### src/rtl/symbol_overlay_pkg.sv
// Shared types and constants for the symbol overlay unit: scan FSM states,
// default class colours and the class -> colour mapping.
package symbol_overlay_pkg;

  typedef enum logic [1:0] {
    ST_IDLE   = 2'd0,
    ST_SCAN   = 2'd1,
    ST_COMMIT = 2'd2
  } scan_state_e;

  // Colours as {r,g,b} channel-enable masks; a set bit means full intensity.
  localparam logic [2:0] COL_YELLOW = 3'b110;
  localparam logic [2:0] COL_GREEN  = 3'b010;
  localparam logic [2:0] COL_BLUE   = 3'b001;
  localparam logic [2:0] COL_RED    = 3'b100;

  // Default colour of a class; classes beyond 3 reuse the first four colours.
  function automatic logic [2:0] default_colour(input int cls);
    case (cls % 4)
      0:       return COL_YELLOW;
      1:       return COL_GREEN;
      2:       return COL_BLUE;
      default: return COL_RED;
    endcase
  endfunction

endpackage

### src/rtl/score_argmax_scan.sv
// Sequential argmax over N_CLASSES signed scores. Latches the score vector on
// an accepted strobe, examines one class per cycle, then presents the winning
// class (or N_CLASSES for none) for one COMMIT cycle.
module score_argmax_scan
  import symbol_overlay_pkg::*;
#(
  parameter int N_CLASSES = 4,
  parameter int SCORE_W   = 32,
  parameter int THRESHOLD = 127
) (
  input  logic                          clk,
  input  logic                          rst,
  input  logic                          score_valid_i,
  input  logic [N_CLASSES*SCORE_W-1:0]  scores_i,
  output logic                          busy_o,
  output logic                          drop_o,
  output logic [$clog2(N_CLASSES+1)-1:0] result_o,
  output logic                          result_valid_o
);

  localparam int CLS_W = $clog2(N_CLASSES + 1);
  localparam int IDX_W = $clog2(N_CLASSES);
  localparam logic [CLS_W-1:0] NONE = CLS_W'(N_CLASSES);
  localparam logic signed [SCORE_W-1:0] THR = SCORE_W'(THRESHOLD);

  scan_state_e               state_q;
  logic [IDX_W-1:0]          idx_q;
  logic [CLS_W-1:0]          best_cls_q;
  logic                      drop_q;
  logic signed [SCORE_W-1:0] score_q [N_CLASSES];
  logic signed [SCORE_W-1:0] best_score_q;

  logic signed [SCORE_W-1:0] cur_score;
  logic                      take;
  logic                      last;

  // Strict signed compares: equal scores never displace an earlier class.
  always_comb begin
    cur_score = score_q[idx_q];
    take      = (cur_score > THR) && ((best_cls_q == NONE) || (cur_score > best_score_q));
    last      = (idx_q == IDX_W'(N_CLASSES - 1));
  end

  // Scan FSM; a strobe arriving while not IDLE is reported as dropped next cycle.
  always_ff @(posedge clk or posedge rst) begin
    if (rst) begin
      state_q    <= ST_IDLE;
      idx_q      <= '0;
      best_cls_q <= NONE;
      drop_q     <= 1'b0;
    end else begin
      drop_q <= score_valid_i && (state_q != ST_IDLE);
      case (state_q)
        ST_IDLE: begin
          if (score_valid_i) begin
            state_q    <= ST_SCAN;
            idx_q      <= '0;
            best_cls_q <= NONE;
          end
        end
        ST_SCAN: begin
          if (take) best_cls_q <= CLS_W'(idx_q);
          idx_q <= idx_q + 1'b1;
          if (last) state_q <= ST_COMMIT;
        end
        ST_COMMIT: state_q <= ST_IDLE;
        default:   state_q <= ST_IDLE;
      endcase
    end
  end

  // Score storage and running best score; meaningful only while the FSM uses them.
  always_ff @(posedge clk) begin
    if (state_q == ST_IDLE && score_valid_i) begin
      for (int i = 0; i < N_CLASSES; i++) begin
        score_q[i] <= scores_i[i*SCORE_W +: SCORE_W];
      end
    end else if (state_q == ST_SCAN && take) begin
      best_score_q <= cur_score;
    end
  end

  assign busy_o         = (state_q != ST_IDLE);
  assign drop_o         = drop_q;
  assign result_o       = best_cls_q;
  assign result_valid_o = (state_q == ST_COMMIT);

endmodule

### src/rtl/symbol_overlay_unit.sv
// Symbol overlay: debounces the argmax class over CONFIRM identical score
// updates and colours the grey pixel stream with the confirmed class's palette
// entry, or a lightened grey when no class is confirmed.
// Optional feature macro: SYMBOL_OVERLAY_PALETTE_WR_EN (writable palette port).
module symbol_overlay_unit
  import symbol_overlay_pkg::*;
#(
  parameter int N_CLASSES = 4,
  parameter int SCORE_W   = 32,
  parameter int PIX_W     = 8,
  parameter int THRESHOLD = 127,
  parameter int CONFIRM   = 2
) (
  input  logic                           clk,
  input  logic                           rst,
`ifdef SYMBOL_OVERLAY_PALETTE_WR_EN
  input  logic                           pal_we,
  input  logic [$clog2(N_CLASSES)-1:0]   pal_idx,
  input  logic [3*PIX_W-1:0]             pal_rgb,
`endif
  input  logic                           score_valid,
  input  logic [N_CLASSES*SCORE_W-1:0]   scores,
  output logic                           score_busy,
  output logic                           score_drop,
  input  logic                           pix_valid,
  input  logic [PIX_W-1:0]               pix_data,
  output logic                           out_valid,
  output logic [PIX_W-1:0]               r_out,
  output logic [PIX_W-1:0]               g_out,
  output logic [PIX_W-1:0]               b_out,
  output logic [$clog2(N_CLASSES+1)-1:0] active_class
);

  localparam int CLS_W = $clog2(N_CLASSES + 1);
  localparam int CNT_W = $clog2(CONFIRM + 1);
  localparam logic [CLS_W-1:0] NONE = CLS_W'(N_CLASSES);
  localparam logic [CNT_W-1:0] CONF = CNT_W'(CONFIRM);

  function automatic logic [3*PIX_W-1:0] default_rgb(input int cls);
    logic [2:0] m;
    m = default_colour(cls);
    return {{PIX_W{m[2]}}, {PIX_W{m[1]}}, {PIX_W{m[0]}}};
  endfunction

  logic [CLS_W-1:0] res;
  logic             res_valid;

  score_argmax_scan #(
    .N_CLASSES (N_CLASSES),
    .SCORE_W   (SCORE_W),
    .THRESHOLD (THRESHOLD)
  ) u_scan (
    .clk            (clk),
    .rst            (rst),
    .score_valid_i  (score_valid),
    .scores_i       (scores),
    .busy_o         (score_busy),
    .drop_o         (score_drop),
    .result_o       (res),
    .result_valid_o (res_valid)
  );

  logic [CLS_W-1:0] cand_q, cand_d;
  logic [CNT_W-1:0] cnt_q, cnt_d;
  logic [CLS_W-1:0] active_q, active_d;

  // Debounce: count repeats of the same result; "none" is treated as a class.
  always_comb begin
    cand_d   = cand_q;
    cnt_d    = cnt_q;
    active_d = active_q;
    if (res_valid) begin
      if (res == cand_q) begin
        if (cnt_q != CONF) cnt_d = cnt_q + 1'b1;
      end else begin
        cand_d = res;
        cnt_d  = CNT_W'(1);
      end
      if (cnt_d == CONF) active_d = cand_d;
    end
  end

  // Debounce state registers.
  always_ff @(posedge clk or posedge rst) begin
    if (rst) begin
      cand_q   <= NONE;
      cnt_q    <= '0;
      active_q <= NONE;
    end else begin
      cand_q   <= cand_d;
      cnt_q    <= cnt_d;
      active_q <= active_d;
    end
  end

  logic [3*PIX_W-1:0] pal_entry;

`ifdef SYMBOL_OVERLAY_PALETTE_WR_EN
  logic [3*PIX_W-1:0] pal_q [N_CLASSES];

  // Writable palette, restored to the default colours on reset.
  always_ff @(posedge clk or posedge rst) begin
    if (rst) begin
      for (int i = 0; i < N_CLASSES; i++) pal_q[i] <= default_rgb(i);
    end else if (pal_we && (int'(pal_idx) < N_CLASSES)) begin
      pal_q[pal_idx] <= pal_rgb;
    end
  end

  assign pal_entry = pal_q[active_q[$clog2(N_CLASSES)-1:0]];
`else
  assign pal_entry = default_rgb(int'(active_q));
`endif

  logic [PIX_W-1:0]   grey;
  logic [3*PIX_W-1:0] sel_rgb;
  logic [1:0]         unused_pix_lsbs;

  assign grey            = {2'b11, pix_data[PIX_W-1:2]};
  assign unused_pix_lsbs = pix_data[1:0];
  assign sel_rgb         = (active_q < NONE) ? pal_entry : {grey, grey, grey};

  logic               out_valid_q;
  logic [3*PIX_W-1:0] rgb_q;

  // Pixel stage: one-cycle latency, colour held while no pixel is qualified.
  always_ff @(posedge clk or posedge rst) begin
    if (rst) begin
      out_valid_q <= 1'b0;
      rgb_q       <= '0;
    end else begin
      out_valid_q <= pix_valid;
      if (pix_valid) rgb_q <= sel_rgb;
    end
  end

  assign out_valid    = out_valid_q;
  assign r_out        = rgb_q[3*PIX_W-1:2*PIX_W];
  assign g_out        = rgb_q[2*PIX_W-1:PIX_W];
  assign b_out        = rgb_q[PIX_W-1:0];
  assign active_class = active_q;

endmodule

### config.mk
export PLATFORM = sky130hd
export DESIGN_NAME = symbol_overlay_unit
export DESIGN_NICKNAME = d
export VERILOG_FILES = /design/src/rtl/symbol_overlay_pkg.sv /design/src/rtl/score_argmax_scan.sv /design/src/rtl/symbol_overlay_unit.sv
export SDC_FILE = /design/constraint.sdc
export NUM_CORES = 1
export LEC_CHECK = 0
export ABC_AREA = 0
export BUFFER_PORTS_ARGS = -buffer_cell sky130_fd_sc_hd__buf_4
export CORE_ASPECT_RATIO = 1.1
export CORE_MARGIN = 2
export CORE_UTILIZATION = 35
export DETAILED_ROUTE_END_ITERATION = 10
export PLACE_DENSITY = 0.62
export RECOVER_POWER = 25
export SLEW_MARGIN = 40
export SYNTH_ARGS = -nofsm -noshare
export SYNTH_HDL_FRONTEND = slang
export SYNTH_SLANG_ARGS = --single-unit
export TNS_END_PERCENT = 20
### constraint.sdc
create_clock -name clk -period 6.65 [get_ports clk]
set_clock_uncertainty 0.1 [all_clocks]
set_input_delay 0.9975 -clock clk [delete_from_list [all_inputs] [get_ports clk]]
set_output_delay 0.9975 -clock clk [all_outputs]
set_load 0.05 [all_outputs]
==> flow_metrics.env <==
export IMPL_grt_overflow=0
export IMPL_drc_errors=0
export IMPL_hold_viol=0
export IMPL_numPortBuffers=167
export IMPL_sequentialPowerShare_pct=41.8
export IMPL_syn_avg_cell_area_um2=16.64
export IMPL_synth_edf_count=160
export IMPL_syn2layout_area_growth_pct=26.50
export IMPL_final_cells=980
export IMPL_totalWireLength_um=16290
export IMPL_fin_crit_sh_pct=70.50
export IMPL_yosysSeqAreaShare_pct=70.35
export IMPL_final_common_cell="edfxtp_1"
export IMPL_clkLatencyLatePin_ns=0.43
export IMPL_die_h_um=164.4
export IMPL_cts_sinks=198
export IMPL_gp_congestion=0.7871
export IMPL_cts_resized=0
export IMPL_ys_async_sr_fraction_pct=19.19
export IMPL_cts_tree="done"
export IMPL_layout_drive_gt1_share_pct=37.65
export IMPL_cts_hold_buf=0
export IMPL_startpoint_type="flip-flop"
export IMPL_cts_buffer_depth=2
export IMPL_placed_cells_incl_taps=947
export IMPL_place_area_mm2=0.009779
export IMPL_report_final_slew_viol_count=0
export IMPL_grt_use_total_pct=13.77
export IMPL_htreeDepth=4
export IMPL_postCtsSetupRepairBufs=0
export IMPL_rsz0062_at_grt="false"
export IMPL_peakVddDrop_mv=0.2040
export IMPL_setup_worst_path_end_class="flip-flop"
export IMPL_ys_ff_latch=198
export IMPL_final_setup_viol_count=0
export IMPL_p_comb_share_pct=37.2
export IMPL_intPower_mw=3.043
export IMPL_std_cell_rows=58
export IMPL_tightest_slew_ns=0.7024
export IMPL_grt_pass1_vias=5047
export IMPL_crit_type="reg2reg"
export IMPL_yosys_cell_types_count=48
export IMPL_max_clock_freq_mhz=213.3
export IMPL_root_buffer="clkbuf_16"
export IMPL_syn_area_mm2=0.008187
export IMPL_finalCriticalPeriod_ns=4.688
export IMPL_finish_net_count=845
export IMPL_coreArea_mm2=0.02293
export IMPL_synthCells=492
export IMPL_cpMaxStageDelayCell="dfrtp_2"
export IMPL_design_die_area_mm2=0.02463
export IMPL_synth_area_leaders="edfxtp_1, dfrtp_1, mux4_2"
export IMPL_p_per_area_mw_per_mm2=460.5
export IMPL_clockPowerShare_pct=21.0
export IMPL_critical_path_peak_fanout=26
export IMPL_switchingPower_mw=1.726
export IMPL_mostFrequentLayoutCells="edfxtp_1, clkbuf_4, buf_4"
export IMPL_maxCapViolCount=0
export IMPL_final_cell_area_mm2=0.01036
export IMPL_initial_core_util_pct=35.70
export IMPL_dp_hpwl_um=11770
export IMPL_grt_first_pass_wirelength_um=25810
export IMPL_hp_class="reg2reg"
export IMPL_required_ns=6.64
export IMPL_wire_per_inst_um=16.62
export IMPL_ios=170
export IMPL_die_w_um=149.8
export IMPL_switching_share_pct=36.19
export IMPL_numCtsBuffers=17
export IMPL_insertedDiodeCount=0
export IMPL_yosys_area_top_type_share_pct=58.69
export IMPL_drt_vias_per_instance=4.839
export IMPL_antenna_found_initial=0
export IMPL_yosys_area_top_type="edfxtp_1"
export IMPL_outcome="completed"
export IMPL_drt_antenna_violating_nets=0
export IMPL_firstDrtPassIters=4
export IMPL_cpMostUsedCell="buf_4"
export IMPL_cp_arrival_ns=4.68
export IMPL_path_clk_slew_ns=0.07
export IMPL_yosys_warnings=0
export IMPL_tns_ns=0
export IMPL_num_vias=4742
export IMPL_slowest_delay_ns=0.82
export IMPL_grt_max_degree=56
export IMPL_p_leak_nw=4.031
export IMPL_synth_top_flop_cell="edfxtp_1"
export IMPL_final_fill_count=2049
export IMPL_maxSlewHeadroom_pct=53.18
export IMPL_synth_nets=670
export IMPL_drt_iter0_drc=300
export IMPL_path_cells="buf_4 -> mux4_2 -> ha_1 -> nand4_1 -> nor2_1 -> a211o_1 -> a211o_1 -> or3b_4 -> a2111oi_4 -> buf_4 -> buf_4"
critical path: cells and delay by family, from the launching register on:
family | cells | cell delay [ns]
adders and majority gates | 1 | 0.38
and+or+nand+nor | 3 | 0.69
DFF | 1 | 0.82
buffers and inverters | 3 | 0.94
muxes | 1 | 0.40
AOI/OAI and AO/OA | 3 | 1.00
registers in the layout (all words and copies together), names as in the netlist:
signal / flops
u_scan.score_q: 128
u_scan.best_score_q: 32
rgb_q: 21
active_class: 3
cand_q: 3
u_scan.result_o: 3
cnt_q: 2
u_scan.idx_q: 2
u_scan.state_q: 2
out_valid: 1
u_scan.drop_o: 1
final cells by class:
type	count	area [um^2]	area share (%)
clock buffers	18	429.2	4.144
clock inverters	14	140.1	1.353
inverters	49	183.9	1.776
multi-input cells	227	2145	20.71
flip-flops and latches	198	5764	55.66
well taps	300	375.4	3.624
repair buffers	174	1319	12.73
path summary, 6_finish.rpt:
path | startpoint | endpoint | slack [ns] | cells after the start
max | u_scan.idx_q[1] | u_scan.best_score_q[31] | 1.96 | 11
min | cand_q[1] | cand_q[1] | 0.43 | 1
max reg2reg | u_scan.idx_q[1] | u_scan.best_score_q[31] | 1.96 | 11
min reg2reg | cand_q[1] | cand_q[1] | 0.43 | 1
max in group asynchronous | rst | u_scan.idx_q[0] | 5.49 | 3
min in group asynchronous | rst | u_scan.drop_o | 0.59 | 3
through the flow:
| stage | setup slack [ns] | total power [mW] | hold WS [ns] | utilization [%] |
|---|---|---|---|---|
| 6_report | 1.962 | 4.769 | 0.4307 | 45.16 |
| 5_1_grt | 1.715 | 5.090 | 0.4399 | 45.16 |
| 4_1_cts | 1.712 | 4.836 | 0.4341 | 45.13 |
| 3_5_place_dp | 1.717 | 3.818 | 0.4181 | 42.65 |
| 3_3_place_gp | 1.551 | 3.742 | 0.4069 | 42.55 |
| 2_1_floorplan | 1.788 | 3.287 | 0.3897 | - |
metal layers:
metal	vias up	track usage, %	wire [um]
li1	2219	-	-
met1	2349	17.35	7054
met2	155	23.54	8131
met3	19	3.343	857
met4	0	4.245	246
met5	-	0	0
cells in the mapped netlist (2+ instances only):
cell,number
dfrtp_1,35
nand2_1,10
nor4_1,5
mux4_2,32
a211o_1,2
a21oi_1,42
dfstp_2,3
mux2_2,5
nand4_1,5
nand3_1,6
nor2b_1,3
edfxtp_1,160
ha_1,38
inv_1,49
o22ai_1,7
xnor2_1,3
o21ai_1,2
buf_4,6
nor3_1,2
o21ai_0,7
buf_2,3
clkbuf_1,7
nor2_1,33
mux2_1,2
a22o_1,2
power by group through the flow:
stage | logic [mW] | clock network [mW] | registers [mW]
global route | 1.97 | 1.09 | 2.04
CTS | 1.81 | 1.03 | 2.00
floorplan | 1.19 | 0 | 2.10
global placement | 1.73 | 0 | 2.01
detailed placement | 1.79 | 0 | 2.03
finish | 1.78 | 1.00 | 1.99
cells by family after synthesis:
family | after synthesis | share of synthesized area, %
buffers and inverters | 67 | 3.485
DFF | 198 | 70.35
xor gates and xnor gates | 3 | 0.3210
and+or+nand+nor | 74 | 4.830
AOI/OAI and AO/OA | 73 | 5.441
adders and majority gates | 38 | 5.808
muxes | 39 | 9.766
(Power assumes the default switching activity.)
